==> config.mk <==
export PLATFORM = sky130hd
export DESIGN_NAME = nn_frame_driver_flat
export DESIGN_NICKNAME = d
export VERILOG_FILES = /design/src/rtl/nn_frame_driver_pkg.sv /design/src/rtl/nn_frame_driver_if.sv /design/src/rtl/nn_frame_driver_argmax.sv /design/src/rtl/nn_frame_driver.sv /design/src/flat_wrapper.sv
export SDC_FILE = /design/constraint.sdc
export NUM_CORES = 1
export LEC_CHECK = 0
export ABC_AREA = 0
export CAP_MARGIN = 20
export CORE_ASPECT_RATIO = 0.6
export CORE_MARGIN = 5
export CORE_UTILIZATION = 30
export DETAILED_ROUTE_END_ITERATION = 7
export GPL_ROUTABILITY_DRIVEN = 0
export GPL_TIMING_DRIVEN = 0
export PLACE_DENSITY = 0.5
export SYNTH_ARGS = -nofsm -noshare
export SYNTH_HDL_FRONTEND = slang
export SYNTH_HIERARCHICAL = 1
export SYNTH_SLANG_ARGS = --single-unit
==> constraint.sdc <==
create_clock -name clk -period 12.4 [get_ports clk]
set_input_delay 1.24 -clock clk [delete_from_list [all_inputs] [get_ports clk]]
set_output_delay 1.24 -clock clk [all_outputs]
set_load 0.01 [all_outputs]
==> src/rtl/nn_frame_driver_pkg.sv <==
// Shared types and sizing constants for the NN frame driver and its argmax helper.
package nn_frame_driver_pkg;

  localparam int INPUT_SIZE_DEF  = 16;
  localparam int OUTPUT_SIZE_DEF = 5;

  // Index width for an n-entry array; never narrower than one bit.
  function automatic int idx_w(input int n);
    return (n > 1) ? $clog2(n) : 1;
  endfunction

  localparam int IN_IDX_W  = idx_w(INPUT_SIZE_DEF);
  localparam int OUT_IDX_W = idx_w(OUTPUT_SIZE_DEF);

  typedef enum logic [2:0] {
    ST_LOAD,
    ST_FIRE,
    ST_WAIT,
    ST_ARGMAX,
    ST_UNLOAD
  } state_t;

endpackage

==> src/rtl/nn_frame_driver_if.sv <==
// Feature stream, network handshake and score stream of the NN frame driver.
interface nn_frame_driver_if
  import nn_frame_driver_pkg::*;
#(
  parameter int WIDTH       = 16,
  parameter int INPUT_SIZE  = INPUT_SIZE_DEF,
  parameter int OUTPUT_SIZE = OUTPUT_SIZE_DEF
);

  logic                                s_valid;
  logic                                s_ready;
  logic [WIDTH-1:0]                    s_data;
  logic                                nn_input_ready;
  logic [INPUT_SIZE-1:0][WIDTH-1:0]    nn_input_data;
  logic                                nn_output_ready;
  logic [OUTPUT_SIZE-1:0][WIDTH-1:0]   nn_output_data;
  logic                                m_valid;
  logic                                m_ready;
  logic [WIDTH-1:0]                    m_data;
  logic                                m_last;
  logic [idx_w(OUTPUT_SIZE)-1:0]       m_class;
  logic                                busy;
  logic                                timeout_err;

  modport slave (
    input  s_valid, s_data, nn_output_ready, nn_output_data, m_ready,
    output s_ready, nn_input_ready, nn_input_data, m_valid, m_data, m_last, m_class,
           busy, timeout_err
  );

  modport master (
    output s_valid, s_data, nn_output_ready, nn_output_data, m_ready,
    input  s_ready, nn_input_ready, nn_input_data, m_valid, m_data, m_last, m_class,
           busy, timeout_err
  );

endinterface

==> src/rtl/nn_frame_driver_argmax.sv <==
// Sequential argmax: one signed compare per cycle, strict greater-than so ties keep the lowest index.
module nn_argmax_seq
  import nn_frame_driver_pkg::*;
#(
  parameter int WIDTH = 16,
  parameter int N     = OUTPUT_SIZE_DEF
) (
  input  logic                      clk,
  input  logic                      reset,
  input  logic                      start,
  input  logic [N-1:0][WIDTH-1:0]   scores,
  output logic                      done,
  output logic [idx_w(N)-1:0]       index
);

  localparam int IW = idx_w(N);

  logic                    run;
  logic [IW-1:0]           cnt;
  logic signed [WIDTH-1:0] best;

  assign done = run && (cnt == IW'(N-1));

  always_ff @(posedge clk or posedge reset) begin
    if (reset) begin
      run   <= 1'b0;
      cnt   <= '0;
      best  <= '0;
      index <= '0;
    end else if (start) begin
      run <= 1'b1;
      cnt <= '0;
    end else if (run) begin
      if ((cnt == '0) || ($signed(scores[cnt]) > best)) begin
        best  <= $signed(scores[cnt]);
        index <= cnt;
      end
      if (done) run <= 1'b0;
      else      cnt <= cnt + IW'(1);
    end
  end

endmodule

==> src/rtl/nn_frame_driver.sv <==
// Streams a feature frame into a neural network, waits for its scores, and streams them out with argmax.
//   state  | meaning
//   LOAD   | accept INPUT_SIZE features into the frame buffer
//   FIRE   | one-cycle start pulse to the network
//   WAIT   | wait for a rising result-ready edge, bounded by TIMEOUT
//   ARGMAX | sequential argmax over the captured scores
//   UNLOAD | stream scores out, class reported with the last one
module nn_frame_driver
  import nn_frame_driver_pkg::*;
#(
  parameter int WIDTH       = 16,
  parameter int NFRAC       = 10,
  parameter int INPUT_SIZE  = INPUT_SIZE_DEF,
  parameter int OUTPUT_SIZE = OUTPUT_SIZE_DEF,
  parameter int TIMEOUT     = 1023
) (
  input  logic             clk,
  input  logic             reset,
  nn_frame_driver_if.slave bus
);

  localparam int IDX_W = idx_w(INPUT_SIZE);
  localparam int K_W   = idx_w(OUTPUT_SIZE);
  localparam int TW    = idx_w(TIMEOUT + 1);

  // Fixed-point position is carried by the data only; nothing here rescales.
  logic unused_nfrac;
  assign unused_nfrac = (NFRAC > 0);

  state_t                          state, state_nxt;
  logic [IDX_W-1:0]                idx;
  logic [K_W-1:0]                  k;
  logic [TW-1:0]                   wait_cnt;
  logic                            rdy_q;
  logic [INPUT_SIZE-1:0][WIDTH-1:0]  in_data;
  logic [OUTPUT_SIZE-1:0][WIDTH-1:0] scores;
  logic                            load_beat, last_feat, rise, capture, timeout_hit;
  logic                            unload_beat, last_score, am_done;
  logic [K_W-1:0]                  am_index;

  assign load_beat   = (state == ST_LOAD) && bus.s_valid;
  assign last_feat   = (idx == IDX_W'(INPUT_SIZE - 1));
  assign rise        = bus.nn_output_ready && !rdy_q;
  assign capture     = (state == ST_WAIT) && rise;
  assign timeout_hit = (state == ST_WAIT) && !rise && (wait_cnt == '0);
  assign last_score  = (k == K_W'(OUTPUT_SIZE - 1));
  assign unload_beat = (state == ST_UNLOAD) && bus.m_ready;

  always_ff @(posedge clk or posedge reset) begin
    if (reset) state <= ST_LOAD;
    else       state <= state_nxt;
  end

  always_comb begin
    state_nxt = state;
    unique case (state)
      ST_LOAD:   if (load_beat && last_feat) state_nxt = ST_FIRE;
      ST_FIRE:   state_nxt = ST_WAIT;
      ST_WAIT:   if (capture) state_nxt = ST_ARGMAX;
                 else if (timeout_hit) state_nxt = ST_LOAD;
      ST_ARGMAX: if (am_done) state_nxt = ST_UNLOAD;
      ST_UNLOAD: if (unload_beat && last_score) state_nxt = ST_LOAD;
      default:   state_nxt = ST_LOAD;
    endcase
  end

  // rdy_q resets high so a result-ready level present at reset release is not a rising edge.
  always_ff @(posedge clk or posedge reset) begin
    if (reset) begin
      idx         <= '0;
      k           <= '0;
      wait_cnt    <= '0;
      rdy_q       <= 1'b1;
      in_data     <= '0;
      scores      <= '0;
      bus.timeout_err <= 1'b0;
    end else begin
      rdy_q <= bus.nn_output_ready;
      if (load_beat) begin
        in_data[idx] <= bus.s_data;
        idx          <= last_feat ? '0 : idx + IDX_W'(1);
      end
      if (state == ST_FIRE)
        wait_cnt <= TW'(TIMEOUT - 1);
      else if ((state == ST_WAIT) && (wait_cnt != '0))
        wait_cnt <= wait_cnt - TW'(1);
      if (capture)     scores <= bus.nn_output_data;
      if (timeout_hit) bus.timeout_err <= 1'b1;
      if (unload_beat) k <= last_score ? '0 : k + K_W'(1);
    end
  end

  nn_argmax_seq #(
    .WIDTH (WIDTH),
    .N     (OUTPUT_SIZE)
  ) u_argmax (
    .clk    (clk),
    .reset  (reset),
    .start  (capture),
    .scores (scores),
    .done   (am_done),
    .index  (am_index)
  );

  assign bus.s_ready        = (state == ST_LOAD);
  assign bus.nn_input_ready = (state == ST_FIRE);
  assign bus.nn_input_data  = in_data;
  assign bus.m_valid        = (state == ST_UNLOAD);
  assign bus.m_data         = scores[k];
  assign bus.m_last         = (state == ST_UNLOAD) && last_score;
  assign bus.m_class        = bus.m_last ? am_index : '0;
  assign bus.busy           = (state != ST_LOAD);

endmodule

==> src/flat_wrapper.sv <==
// flat-port wrapper written by rule: the top's interface ports become plain ports
module nn_frame_driver_flat import nn_frame_driver_pkg::*;
#(
  parameter int WIDTH       = 16,
  parameter int NFRAC       = 10,
  parameter int INPUT_SIZE  = INPUT_SIZE_DEF,
  parameter int OUTPUT_SIZE = OUTPUT_SIZE_DEF,
  parameter int TIMEOUT     = 1023
)
  (clk, reset, bus_s_valid, bus_s_data, bus_nn_output_ready, bus_nn_output_data, bus_m_ready, bus_s_ready, bus_nn_input_ready, bus_nn_input_data, bus_m_valid, bus_m_data, bus_m_last, bus_m_class, bus_busy, bus_timeout_err);
  nn_frame_driver_if #(.WIDTH(WIDTH), .INPUT_SIZE(INPUT_SIZE), .OUTPUT_SIZE(OUTPUT_SIZE)) bus_i ();
  input  logic clk;
  input  logic reset;
  input wire logic [$bits(bus_i.s_valid)-1:0] bus_s_valid;
  input wire logic [$bits(bus_i.s_data)-1:0] bus_s_data;
  input wire logic [$bits(bus_i.nn_output_ready)-1:0] bus_nn_output_ready;
  input wire logic [$bits(bus_i.nn_output_data)-1:0] bus_nn_output_data;
  input wire logic [$bits(bus_i.m_ready)-1:0] bus_m_ready;
  output wire logic [$bits(bus_i.s_ready)-1:0] bus_s_ready;
  output wire logic [$bits(bus_i.nn_input_ready)-1:0] bus_nn_input_ready;
  output wire logic [$bits(bus_i.nn_input_data)-1:0] bus_nn_input_data;
  output wire logic [$bits(bus_i.m_valid)-1:0] bus_m_valid;
  output wire logic [$bits(bus_i.m_data)-1:0] bus_m_data;
  output wire logic [$bits(bus_i.m_last)-1:0] bus_m_last;
  output wire logic [$bits(bus_i.m_class)-1:0] bus_m_class;
  output wire logic [$bits(bus_i.busy)-1:0] bus_busy;
  output wire logic [$bits(bus_i.timeout_err)-1:0] bus_timeout_err;
  assign bus_i.s_valid = bus_s_valid;
  assign bus_i.s_data = bus_s_data;
  assign bus_i.nn_output_ready = bus_nn_output_ready;
  assign bus_i.nn_output_data = bus_nn_output_data;
  assign bus_i.m_ready = bus_m_ready;
  assign bus_s_ready = bus_i.s_ready;
  assign bus_nn_input_ready = bus_i.nn_input_ready;
  assign bus_nn_input_data = bus_i.nn_input_data;
  assign bus_m_valid = bus_i.m_valid;
  assign bus_m_data = bus_i.m_data;
  assign bus_m_last = bus_i.m_last;
  assign bus_m_class = bus_i.m_class;
  assign bus_busy = bus_i.busy;
  assign bus_timeout_err = bus_i.timeout_err;
  nn_frame_driver #(.WIDTH(WIDTH), .NFRAC(NFRAC), .INPUT_SIZE(INPUT_SIZE), .OUTPUT_SIZE(OUTPUT_SIZE), .TIMEOUT(TIMEOUT)) u_core (.clk(clk), .reset(reset), .bus(bus_i));
endmodule
==> results.py, run 1 <==
metrics = {
    "critical_path": {
        "path_delay_family": "buffers and inverters",
        "rr_worst_depth": 14,
        "endpoint_kind": "output pin",
        "critPathKind": "reg2out",
        "cpMaxStageDelayCell": "nor2_1",
        "crit_chain": "clkbuf_1 -> inv_1 -> nor2_1 -> clkbuf_1 -> a21oi_1 -> o22ai_1 -> clkdlybuf4s50_1",
        "r2r_start": "u_core/u_argmax/cnt[0]",
        "worstReg2RegEnd": "u_core/u_argmax/best[15]",
        "path_max_fanout": 10,
        "path_buf_inv": 4,
        "max_stage_delay_ps": 610,
        "cp_common_cell": "clkbuf_1",
        "crit_path_start_kind": "flip-flop",
        "reg2reg_slack_ps": 7700,
        "crit_required_ps": 11160,
        "cp.arrival_ps": 3750,
    },
    "floorplan": {
        "die_h_um": 193,
        "floorplan.initialDensity_pct": 30.5,
        "rows": 66,
        "core_um2": 54600,
        "die_w_um": 314,
        "die-area_um2": 60500,
        "ioPinCount": 382,
    },
    "synth": {
        "yosys-top-cells-area": "dfrtp_1 (57%), mux2_2 (21%), mux2_4 (4.4%)",
        "synthFlopType": "dfrtp_1",
        "synth-edff-count": 0,
        "yosys.area_share.simple_pct": 4.81,
        "ys_seq_area_share_pct": 57.2,
        "muxShareOfSynthArea_pct": 29.1,
        "synth_xor_area_share_pct": 0.210,
        "synth_cells": 1180,
        "yosysTopAreaCellShare_pct": 57.1,
        "ys_ff_latch": 381,
        "ys_types": 57,
        "yosysTopAreaCell": "dfrtp_1",
        "synth_fa_ha_area_share_pct": 1.88,
        "syn_area_um2": 16700,
        "ys_warn_count": 6,
        "avgSynthCellArea_um2": 14.1,
        "synth_fp_nets": 1306,
        "synthArstFlopShare_pct": 100,
        "synth_compound_area_share_pct": 3.88,
        "synth_top_family_by_area": "multiplexers",
    },
    "timing": {
        "fin_crit_sh_pct": 40.3,
        "finalHoldViolCount": 0,
        "setup_viol": 0,
        "layout_min_cycle_time_ps": 4990,
        "slew_violations": 0,
        "max-slew-margin-rel_pct": 25.9,
        "rsz0062_at_grt": "no",
        "setup_ws_ps": 7410,
        "tns_ps": 0,
        "worst-slew-pin-transition_ps": 1110,
        "fin_skew_ps": 28.4,
        "fmax_mhz": 200,
    },
    "global_routing": {
        "gr-usage-all-layers_pct": 17.8,
        "grt_pass1_vias": 11600,
        "grt_pass1_wl_mm": 81.2,
        "grt_max_degree": 107,
        "antenna_found_initial": 2,
        "grt_overflow": 0,
    },
    "cells_and_area": {
        "final_cell_mix": "clkdlybuf4s50_1 (381), dfrtp_1 (380), mux2_2 (305)",
        "final_util_pct": 42.0,
        "fin_nets": 1733,
        "layout_commonest_cell": "clkdlybuf4s50_1",
        "drive_gt1_share_pct": 29.1,
        "nFillCells": 5070,
        "diodes": 0,
        "synthToLayoutAreaGrowth_pct": 37.5,
    },
    "drt": {
        "route.detailed.vias_per_inst": 4.73,
        "drtAntennaViolNets": 0,
        "num_vias": 11300,
        "firstDrtPassIters": 5,
        "wire_per_inst_um": 22.9,
        "drtIter0Drc": 813,
        "drt-total-wl_mm": 54.6,
        "drc": 0,
    },
    "power": {
        "power.density_nw_per_um2": 291,
        "p_leak_nw": 10.1,
        "vdd_drop_max_mv": 0.175,
    },
    "clocking": {
        "htree_levels": 2,
        "cts_buffers": 40,
        "clock_latency_ps": 550,
        "clockBufferDepth": 3,
        "cts-root-buf": "clkbuf_16",
        "postCtsSetupRepairBufs": 0,
        "cts_tree": "done",
        "clock-sinks": 381,
        "ctsResizeCount": 0,
        "hold_buffers": 0,
        "clk_pin_slew_ps": 60,
    },
    "run": {
        "maxCapViolations": 0,
    },
    "min_path": {
        "min-delay-start": "u_core/bus.timeout_err",
        "min_to": "u_core/bus.timeout_err",
        "min_path_cells": 2,
        "min_path_type": "reg2reg",
    },
    "placed_design": {
        "hpwl_mm": 42.5,
        "pre_cts_ws_ps": 7780,
        "io_buffer_count": 381,
    },
    "outcome": {
        "status": "complete, no violations",
    },
}
-- cell type report --
class	instances	area, µm²	share of cell area (%)
Clock inverter	17	229	0.999
Timing Repair Buffer	385	3920	17.1
Buffer	74	367	1.60
Sequential cell	381	9540	41.6
Inverter	33	131	0.573
Clock buffer	56	1150	5.03
Multi-Input combinational cell	692	6640	29.0
Tap cell	748	936	4.08
-- stage by stage --
stage | instances | power (mW) | hold WS (ps) | area [µm²]
2_1_floorplan | 1180 | 3.87 | 472 | 16700
3_3_place_gp | 2309 | 5.41 | 476 | 21400
3_5_place_dp | 2312 | 5.46 | 473 | 21500
4_1_cts | 2385 | 6.76 | 492 | 22900
5_1_grt | 2386 | 7.07 | 509 | 22900
6_report | 2386 | 6.68 | 489 | 22900
-- cell usage after synthesis, drive strengths merged, types with 4 or more instances --
cell / number
nand3: 7
or4: 4
xnor2: 4
mux2i: 65
mux2: 354
and3: 7
nor4: 4
nor2: 41
nor3: 4
o21ai: 11
nor2b: 8
buf: 33
ha: 25
and2: 4
clkbuf: 41
inv: 33
dfrtp: 380
a21oi: 42
o22ai: 31
nand2b: 4
nand2: 33
nand4: 4
-- kinds of logic (layout without fill, tap and decap cells) --
kind of cell | count (synthesis) | after routing
AO/OA/AOI/OAI | 108 | 108
buffers and inverters | 107 | 565
adder cells (fa/ha/maj) | 25 | 25
multiplexers | 420 | 420
XOR/XNOR | 4 | 4
AND/OR/NAND/NOR | 135 | 135
flip-flops | 381 | 381
-- power by group --
group | switching, mW | internal, mW
clock | 0.528 | 0.738
combinational | 1.45 | 1.76
sequential | 0.376 | 1.83
-- worst max-delay path by stage --
stage               slack, ps           startpoint  depth (start not counted)                             to
floorplan                1230                reset                          1    u_core/bus.nn_input_data[0]
global placement        -3790                reset                          2  u_core/bus.nn_input_data[238]
detailed placement       7780  bus_nn_output_ready                         13        u_core/u_argmax/best[3]
CTS                      7450          u_core/k[0]                          7                 bus_m_data[12]
global route             7260          u_core/k[0]                          7                  bus_m_data[5]
finish                   7410          u_core/k[0]                          7                 bus_m_data[12]
-- state kept, by name, summed over array words and instances (netlist names) --
register,flops
u_core/rdy_q,1
u_core/state,3
u_core/u_argmax/cnt,3
u_core/u_argmax/index,3
u_core/bus.nn_input_data,256
u_core/bus.timeout_err,1
u_core/wait_cnt,10
u_core/u_argmax/best,16
u_core/k,3
u_core/scores,80
u_core/idx,4
u_core/u_argmax/run,1
-- layer usage --
| layer | global-route usage (%) | share of wire [%] | wire (µm) | up-vias |
|---|---|---|---|---|
| li1 | - | - | - | 5085 |
| met5 | 0 | 0.049 | 27 | - |
| met4 | 3.72 | 2.0 | 1080 | 4 |
| met1 | 26.2 | 49 | 26500 | 5879 |
| met3 | 3.41 | 4.7 | 2550 | 66 |
| met2 | 27.4 | 45 | 24400 | 241 |
-- worst min-delay path, stage by stage (launching register included) --
cell     delay (ps)
dfrtp_1         350
inv_1            40
o41ai_1          60
(Power assumes the default switching activity.)
==> inputs of run 2 (changes only) <==
- clock period: 12.4 -> 4.7 ns (I/O delays scaled with it)
==> run 2 against run 1 <==
First-iteration DRC count decreased by 40%. Wire length increased by 1.6%. Clock power increased by 150%. Global-route usage increased by 0.21 points. Sequential power increased to 2.6 times the previous value. Non-clock buffer count increased by 7. Largest cell class unchanged. Largest power group unchanged.
==> results.py, run 2 (synthesis gave the netlist of run 1 again) <==
metrics = {
    "outcome": {
        "status": "complete, no violations",
    },
    "critical_path": {
        "reg2reg_slack_ps": 110,
        "endpoint_kind": "flip-flop",
        "r2r_start": "u_core/u_argmax/cnt[0]",
        "max_stage_delay_ps": 650,
        "path_max_fanout": 10,
        "rr_worst_depth": 14,
        "cpMaxStageDelayCell": "clkbuf_1",
        "worstReg2RegEnd": "u_core/u_argmax/best[3]",
        "crit_required_ps": 5120,
        "cp.arrival_ps": 5010,
        "critPathKind": "reg2reg",
        "crit_chain": "clkbuf_1 -> nor2b_2 -> clkbuf_1 -> a21oi_1 -> o22ai_1 -> ha_1 -> a21oi_1 -> o221ai_1 -> nand4_1 -> nand2_1 -> o31a_1 -> buf_6 -> buf_12 -> mux2_4",
        "crit_path_start_kind": "flip-flop",
    },
    "drt": {
        "drt-total-wl_mm": 55.4,
        "num_vias": 11200,
        "route.detailed.vias_per_inst": 4.70,
        "drc": 0,
        "drtIter0Drc": 487,
        "wire_per_inst_um": 23.2,
        "drtAntennaViolNets": 0,
        "firstDrtPassIters": 4,
    },
    "clocking": {
        "clock-sinks": 381,
        "htree_levels": 2,
        "cts-root-buf": "clkbuf_16",
        "cts_buffers": 39,
        "cts_tree": "done",
        "clock_latency_ps": 540,
        "clockBufferDepth": 3,
        "clk_pin_slew_ps": 70,
        "hold_buffers": 0,
        "postCtsSetupRepairBufs": 0,
    },
    "global_routing": {
        "grt_overflow": 0,
        "grt_pass1_vias": 11700,
        "grt_max_degree": 43,
        "gr-usage-all-layers_pct": 18.0,
        "grt_pass1_wl_mm": 81.6,
        "antenna_found_initial": 5,
    },
    "min_path": {
        "min_path_type": "in2async",
    },
    "placed_design": {
        "placed_cells": 2319,
        "pre_cts_ws_ps": 72.0,
        "hpwl_mm": 43.4,
        "io_buffer_count": 381,
        "dpl_cell_area_um2": 21600,
    },
    "timing": {
        "fin_crit_sh_pct": 97.7,
        "finalHoldViolCount": 0,
        "fmax_mhz": 218,
        "max-slew-margin-rel_pct": 22.7,
        "setup_viol": 0,
        "fin_hold_ws_ps": 271,
        "worst-slew-pin-transition_ps": 1160,
        "slew_violations": 0,
        "setup_ws_ps": 106,
        "layout_min_cycle_time_ps": 4590,
        "tns_ps": 0,
        "rsz0062_at_grt": "no",
        "fin_skew_ps": 12.3,
    },
    "floorplan": {
        "die-area_um2": 60500,
        "die_w_um": 314,
        "floorplan.initialDensity_pct": 30.5,
        "core_um2": 54600,
        "die_h_um": 193,
        "ioPinCount": 382,
        "rows": 66,
    },
    "power": {
        "vdd_drop_max_mv": 0.268,
        "power.density_nw_per_um2": 763,
        "p_leak_nw": 10.1,
    },
    "cells_and_area": {
        "fin_area_um2": 22900,
        "finalNonFillerCells": 2390,
        "synthToLayoutAreaGrowth_pct": 37.6,
        "drive_gt1_share_pct": 29.1,
        "fin_nets": 1739,
        "largest_reg_flops": 256,
        "final_cell_mix": "clkdlybuf4s50_1 (381), dfrtp_1 (380), mux2_2 (305)",
        "layout_commonest_cell": "clkdlybuf4s50_1",
    },
    "run": {
        "maxCapViolations": 0,
    },
}
## run 2: cell count changes in the layout (fill, tap and decap cells not counted), sizes merged
cell      delta
buf          +6
bufinv       -1
clkbuf       +4
clkinv       -4
clkinvlp     -2
diode        +1
## run 2: per-stage QoR
stage	util (%)	power [mW]
2_1_floorplan	-	10.2
3_3_place_gp	39.2	14.3
3_5_place_dp	39.6	14.4
4_1_cts	42.0	17.7
5_1_grt	42.0	18.5
6_report	42.0	17.5
## run 2: layout make-up
cell class,count,area [µm²]
Clock inverter,10,140
Multi-Input combinational cell,692,6640
Antenna cell,1,2.50
Clock buffer,59,1140
Buffer,74,368
Inverter,33,128
Timing Repair Buffer,392,4040
Sequential cell,381,9540
Tap cell,748,936
Fill cell,5116,31600
## run 2: worst max-delay path by stage
| stage | startpoint | end | slack [ps] | cells after the start |
|---|---|---|---|---|
| after floorplan | reset | u_core/bus.nn_input_data[0] | -570 | 1 |
| after global placement | reset | u_core/bus.nn_input_data[158] | -3270 | 2 |
| after detailed placement | u_core/u_argmax/cnt[0] | u_core/u_argmax/best[6] | 70 | 14 |
| after CTS | u_core/u_argmax/cnt[0] | u_core/u_argmax/best[3] | 70 | 14 |
| after global routing | u_core/u_argmax/cnt[0] | u_core/u_argmax/best[15] | 10 | 14 |
| final | u_core/u_argmax/cnt[0] | u_core/u_argmax/best[3] | 110 | 14 |
## run 2: timing repair
action | in CTS | in global routing
hold endpoints to repair | 0 | 0
resized for setup | 0 | 3
endpoints found under the setup margin | 0 | 18
## run 2: critical path, delay by kind of cell (launching register included)
family / cells / cell delay (ps)
flip-flops: 1 / 380
buffers and inverters: 4 / 1290
AND/OR/NAND/NOR: 3 / 860
multiplexers: 1 / 290
AO/OA/AOI/OAI: 5 / 1360
adder cells (fa/ha/maj): 1 / 280
## run 2: routing by layer
metal	vias to the layer above	global-route usage [%]	wire length (µm)
met1	5850	26.1	26900
li1	5081	-	-
met3	75	3.62	2570
met5	-	0	40
met4	6	3.99	1170
met2	228	28.0	24800
## run 2: where the power goes
| part | internal [mW] | switching (mW) |
|---|---|---|
| combinational | 4.64 | 3.89 |
| sequential | 4.84 | 0.959 |
| clock | 1.85 | 1.33 |
